**src/rtl/ram_pkg.sv**
```systemverilog
// Shared geometry of the output feature-map memory (RAM_FMO).
// FMO_N_ELEM is deliberately not a power of two so address wrap is exercised.
package ram_pkg;
   localparam int FMO_N_ELEM = 12;
   localparam int PX_W       = 8;
   localparam int ADDR_W     = $clog2(FMO_N_ELEM);
endpackage

```
**src/rtl/fmo_arbiter_if.sv**
```systemverilog
// Bus bundle between PE writeback, DMA readout, RAM_FMO and the fmo_arbiter.
// slave = arbiter side, master = surrounding system (writeback, DMA, RAM).
interface fmo_arbiter_if;
   import ram_pkg::*;

   logic              wr_req;
   logic [ADDR_W-1:0] wr_addr;
   logic [PX_W-1:0]   wr_data;
   logic              wr_ack;
   logic              rd_start;
   logic [ADDR_W-1:0] rd_base;
   logic [ADDR_W:0]   rd_len;
   logic              rd_busy;
   logic              rd_valid;
   logic [PX_W-1:0]   rd_data;
   logic              rd_done;
   logic [ADDR_W-1:0] ram_addr;
   logic [PX_W-1:0]   ram_data;
   logic              ram_write;
   logic [PX_W-1:0]   ram_res;
   logic [1:0]        dbg_state;

   // Handshakes: wr_req is held with stable addr/data until the cycle wr_ack=1,
   // which is the same cycle the write is presented to the RAM. rd_start is a
   // single-cycle pulse honoured only while rd_busy=0; rd_data is meaningful
   // only when rd_valid=1 and there is no back-pressure on the read stream.
   modport slave (
      input  wr_req, wr_addr, wr_data, rd_start, rd_base, rd_len, ram_res,
      output wr_ack, rd_busy, rd_valid, rd_data, rd_done,
             ram_addr, ram_data, ram_write, dbg_state
   );

   modport master (
      output wr_req, wr_addr, wr_data, rd_start, rd_base, rd_len, ram_res,
      input  wr_ack, rd_busy, rd_valid, rd_data, rd_done,
             ram_addr, ram_data, ram_write, dbg_state
   );
endinterface

```
**src/rtl/fmo_arbiter.sv**
```systemverilog
// Shares the single RAM_FMO port between writeback writes and DMA read bursts.
// Bursts walk consecutive addresses modulo FMO_N_ELEM; contention is round-robin.
module fmo_arbiter
   import ram_pkg::*;
(
   input  logic          clk,
   input  logic          rst,
   fmo_arbiter_if.slave  bus
);

   typedef enum logic [1:0] {
      S_IDLE  = 2'd0,
      S_READ  = 2'd1,
      S_FLUSH = 2'd2,
      S_DONE  = 2'd3
   } state_t;

   state_t            state_q, state_d;
   logic [ADDR_W-1:0] addr_q;
   logic [ADDR_W:0]   cnt_q;
   logic              last_wr_q;
   logic              issued_q;

   logic              reading;
   logic              grant_wr;
   logic              grant_rd;
   logic [ADDR_W-1:0] addr_next;

   // Arbitration only matters in READ; elsewhere a pending write always wins.
   always_comb begin
      reading   = (state_q == S_READ);
      grant_wr  = bus.wr_req && (!reading || !last_wr_q);
      grant_rd  = reading && !grant_wr;
      addr_next = (addr_q == ADDR_W'(FMO_N_ELEM - 1)) ? '0 : addr_q + 1'b1;
   end

   always_ff @(posedge clk or posedge rst) begin
      if (rst) state_q <= S_IDLE;
      else     state_q <= state_d;
   end

   always_comb begin
      state_d = state_q;
      case (state_q)
         S_IDLE: begin
            if (bus.rd_start) state_d = (bus.rd_len == '0) ? S_DONE : S_READ;
         end
         S_READ: begin
            if (grant_rd && cnt_q == (ADDR_W+1)'(1)) state_d = S_FLUSH;
         end
         S_FLUSH: state_d = S_IDLE;
         S_DONE:  state_d = S_IDLE;
         default: state_d = S_IDLE;
      endcase
   end

   always_comb begin
      bus.wr_ack    = grant_wr;
      bus.ram_write = grant_wr;
      bus.ram_addr  = '0;
      bus.ram_data  = '0;
      if (grant_wr) begin
         bus.ram_addr = bus.wr_addr;
         bus.ram_data = bus.wr_data;
      end else if (grant_rd) begin
         bus.ram_addr = addr_q;
      end
      bus.rd_busy   = (state_q != S_IDLE);
      bus.rd_done   = (state_q == S_FLUSH) || (state_q == S_DONE);
      bus.rd_valid  = issued_q;
      bus.rd_data   = bus.ram_res;
      bus.dbg_state = state_q;
   end

   // last_wr_q only tracks grants made while arbitration is live (READ).
   always_ff @(posedge clk or posedge rst) begin
      if (rst) begin
         addr_q    <= '0;
         cnt_q     <= '0;
         last_wr_q <= 1'b0;
         issued_q  <= 1'b0;
      end else begin
         issued_q <= grant_rd;
         if (reading) last_wr_q <= grant_wr;
         if (state_q == S_IDLE && bus.rd_start) begin
            addr_q <= bus.rd_base;
            cnt_q  <= bus.rd_len;
         end else if (grant_rd) begin
            addr_q <= addr_next;
            cnt_q  <= cnt_q - 1'b1;
         end
      end
   end

endmodule

```
**src/flat_wrapper.sv**
```systemverilog
// flat-port wrapper written by rule: the top's interface ports become plain ports
module fmo_arbiter_flat import ram_pkg::*;
  (clk, rst, bus_wr_req, bus_wr_addr, bus_wr_data, bus_rd_start, bus_rd_base, bus_rd_len, bus_ram_res, bus_wr_ack, bus_rd_busy, bus_rd_valid, bus_rd_data, bus_rd_done, bus_ram_addr, bus_ram_data, bus_ram_write, bus_dbg_state);
  fmo_arbiter_if bus_i ();
  input  logic clk;
  input  logic rst;
  input wire logic [$bits(bus_i.wr_req)-1:0] bus_wr_req;
  input wire logic [$bits(bus_i.wr_addr)-1:0] bus_wr_addr;
  input wire logic [$bits(bus_i.wr_data)-1:0] bus_wr_data;
  input wire logic [$bits(bus_i.rd_start)-1:0] bus_rd_start;
  input wire logic [$bits(bus_i.rd_base)-1:0] bus_rd_base;
  input wire logic [$bits(bus_i.rd_len)-1:0] bus_rd_len;
  input wire logic [$bits(bus_i.ram_res)-1:0] bus_ram_res;
  output wire logic [$bits(bus_i.wr_ack)-1:0] bus_wr_ack;
  output wire logic [$bits(bus_i.rd_busy)-1:0] bus_rd_busy;
  output wire logic [$bits(bus_i.rd_valid)-1:0] bus_rd_valid;
  output wire logic [$bits(bus_i.rd_data)-1:0] bus_rd_data;
  output wire logic [$bits(bus_i.rd_done)-1:0] bus_rd_done;
  output wire logic [$bits(bus_i.ram_addr)-1:0] bus_ram_addr;
  output wire logic [$bits(bus_i.ram_data)-1:0] bus_ram_data;
  output wire logic [$bits(bus_i.ram_write)-1:0] bus_ram_write;
  output wire logic [$bits(bus_i.dbg_state)-1:0] bus_dbg_state;
  assign bus_i.wr_req = bus_wr_req;
  assign bus_i.wr_addr = bus_wr_addr;
  assign bus_i.wr_data = bus_wr_data;
  assign bus_i.rd_start = bus_rd_start;
  assign bus_i.rd_base = bus_rd_base;
  assign bus_i.rd_len = bus_rd_len;
  assign bus_i.ram_res = bus_ram_res;
  assign bus_wr_ack = bus_i.wr_ack;
  assign bus_rd_busy = bus_i.rd_busy;
  assign bus_rd_valid = bus_i.rd_valid;
  assign bus_rd_data = bus_i.rd_data;
  assign bus_rd_done = bus_i.rd_done;
  assign bus_ram_addr = bus_i.ram_addr;
  assign bus_ram_data = bus_i.ram_data;
  assign bus_ram_write = bus_i.ram_write;
  assign bus_dbg_state = bus_i.dbg_state;
  fmo_arbiter u_core (.clk(clk), .rst(rst), .bus(bus_i));
endmodule
```
**config.mk**
```make
export PLATFORM = sky130hd
export DESIGN_NAME = fmo_arbiter_flat
export DESIGN_NICKNAME = d
export VERILOG_FILES = /design/src/rtl/ram_pkg.sv /design/src/rtl/fmo_arbiter_if.sv /design/src/rtl/fmo_arbiter.sv /design/src/flat_wrapper.sv
export SDC_FILE = /design/constraint.sdc
export NUM_CORES = 1
export LEC_CHECK = 0
export ABC_CLOCK_PERIOD_IN_PS = 1700
export CORE_MARGIN = 2
export CORE_UTILIZATION = 35
export DETAILED_ROUTE_END_ITERATION = 12
export GPL_TIMING_DRIVEN = 0
export PLACE_DENSITY = 0.88
export SETUP_SLACK_MARGIN = 0.2
export SYNTH_ARGS = -nofsm -noshare
export SYNTH_HDL_FRONTEND = slang
export SYNTH_SLANG_ARGS = --single-unit
export TNS_END_PERCENT = 20
```
**constraint.sdc**
```tcl
create_clock -name clk -period 1.7 [get_ports clk]
set_clock_uncertainty 0.1 [all_clocks]
set_input_delay 0.17 -clock clk [delete_from_list [all_inputs] [get_ports clk]]
set_output_delay 0.17 -clock clk [all_outputs]
set_load 0.01 [all_outputs]
```
==> metrics.csv <==
metric,value,unit
outcome,finished with violations,
violations,negative setup slack,
rsz0062_at_grt,yes,
htree_num_levels,1,
yosysUniqueCellTypes,35,
syn_inst,106,
path_class,reg2out,
startpoint,u_core.bus.dbg_state[1]$_DFFE_PP0P_,
ys_seq_elements,13,
synth.avg_cell_area,8.66,µm²
die_area,3050,µm²
yosys.area.top_type,dfrtp_1,
slowest_delay,440,ps
antenna_cells,0,
hold_viol,0,
area_growth,88.1,%
critPathRequiredTime,1430,ps
crit_buf_inv,2,
layout-drive-gt1-share,41.2,%
final_cells,207,
insertion_delay,290,ps
antenna_left,0,
r2r_slack,60,ps
placedCellCount,187,
crit_fanout,4,
drt-total-wl,3.29,mm
critPathSlowestCell,dfrtp_2,
layout_commonest_cell,clkdlybuf4s50_1,
cp.arrival,1500,ps
num_rows,18,
slew_headroom,66.9,%
wire_per_inst,15.9,µm
p_sw_share,42.3,%
grt_antenna_before_repair,0,
cts.sinks,13,
postSynth.asyncResetShare,100,%
worstPathCellList,nor2b_4 > a21boi_4 > buf_6 > a22o_1 > buf_2,
synth_area,918,µm²
power_frac_seq,23.3,%
combinationalPowerShare,68.5,%
period_minus_slack,1770,ps
synth_area_leaders,"dfrtp_1, buf_4, and2_1",
die_h,55.2,µm
p_sw,1.06,mW
start_kind,flop,
fp.dieW,55.2,µm
finalNetCount,214,
place_hpwl,2.13,mm
syn_nets,142,
overflow,0,
synth-main-ff-cell,dfrtp_1,
tightest_slew,496,ps
path_delay_family,flip-flops,
maxCapViolCount,0,
power_density,1450,nW/µm²
internal_power,1.45,mW
initial_core_util,37.1,%
dr_total_vias,1099,
grt_max_degree,14,
peakVddDrop,846,µV
cts_made_buffers,3,
io_buffers,51,
p_leak,0.797,nW
tritoncts,yes,
synth_top_area_share,35.4,%
setup-violations-final,3,
via_per_inst,5.31,
grt_usage,20.9,%
worst-path-stages,5,
fin_ws,-66.5,ps
grt_pass1_vias,1093,
rr_worst_depth,5,
cts-root-buf,clkbuf_4,
critPathCaptureType,primary output,
slew_viol_final,0,
synth_warnings,0,
grt_first_pass_wirelength,5.04,mm
worstReg2RegStart,u_core.bus.dbg_state[1]$_DFFE_PP0P_,
hp-class,in2async,
io_pins,60,
ys_seq_area_share,35.4,%
clockBufferDepth,2,
post-route-drc-count,0,
mostFrequentLayoutCells,"clkdlybuf4s50_1, buf_4, buf_6",
worstSetupEndpoint,bus_ram_addr[1],
synth-edff-count,0,
max_freq,566,MHz
reg2reg_to,u_core.cnt_q[0]$_DFFE_PP0P_,
dp_slack,-498,ps
drtPass1Iterations,4,
power,2.51,mW
p_clk_share,8.2,%
clk_pin_slew_worst_paths,90,ps
drt-initial-drc-count,32,
routabilityCongestion,0.850,
fin_crit_sh,104,%
core_area,2480,µm²
fin_util,69.7,%
[synthesized netlist by cell type (2+ instances only)]
master,count
and2_1,8
inv_1,7
a22o_1,3
ha_1,3
nor3_1,5
o21ai_0,8
nand3_1,3
a21oi_1,3
nand2_1,10
nand2b_1,2
a32oi_1,2
dfrtp_1,13
a31oi_1,5
nor2_1,4
buf_2,2
buf_4,9
[flip-flops by register name (all words and copies together), names as in the netlist]
register              cells
u_core.bus.dbg_state      2
u_core.addr_q             4
u_core.bus.rd_valid       1
u_core.last_wr_q          1
u_core.cnt_q              5
[kinds of logic after synthesis]
kind of cell / after synthesis / synth area share [%]
fa+ha+maj: 3 / 4.09
simple gates: 39 / 24.3
flops: 13 / 35.4
compound gates: 28 / 20.8
mux: 1 / 1.09
xor+xnor: 1 / 0.954
buf+inv: 21 / 13.4
[layout make-up]
cell class	instances	area [µm²]
well taps	30	37.5
inverters	8	32.5
clock buffers	4	26.3
repair buffers	67	627
plain buffers	13	113
fillers	189	749
flip-flops and latches	13	328
multi-input cells	72	564
[power groups by stage]
stage               registers, mW  logic (mW)  clock network (mW)
finish                      0.585        1.72               0.205
global route                0.604        1.84               0.218
CTS                         0.580        1.52               0.208
detailed placement          0.603        1.23                   0
global placement            0.588        1.18                   0
floorplan                   0.580       0.742                   0
[worst min-delay path by stage]
| stage | start | endpoint | slack, ps |
|---|---|---|---|
| after global routing | rst | u_core.cnt_q[0]$_DFFE_PP0P_ | 160 |
| final | rst | u_core.cnt_q[0]$_DFFE_PP0P_ | 100 |
| after floorplan | rst | u_core.addr_q[0]$_DFFE_PP0P_ | -50 |
| after detailed placement | rst | u_core.bus.rd_valid$_DFF_PP0_ | 430 |
| after global placement | rst | u_core.bus.rd_valid$_DFF_PP0_ | 420 |
| after CTS | rst | u_core.cnt_q[0]$_DFFE_PP0P_ | 110 |
[metrics by stage]
step / setup TNS (ps) / instance area, µm² / hold WS [ps]
3_3_place_gp: -5840 / 1470 / 420
2_1_floorplan: 0 / 921 / -53.0
6_report: -135 / 1730 / 97.2
5_1_grt: -597 / 1730 / 160
4_1_cts: -118 / 1650 / 114
3_5_place_dp: -6480 / 1470 / 427
[routing by layer]
layer	track usage (%)	share of wire [%]	up-vias
li1	-	-	503
met1	20.9	35	511
met2	39.3	53	71
met3	4.45	8.0	14
met4	11.5	3.4	0
met5	0	0	-
[repair_timing]
action	4_1_cts	5_1_grt
buffers inserted	12	3
pin swaps	10	11
hold buffers	0	0
resized for setup	100	16
endpoints found under the setup margin	25	25
cloned	1	0
Note: power is estimated with default switching activity, not from simulation.
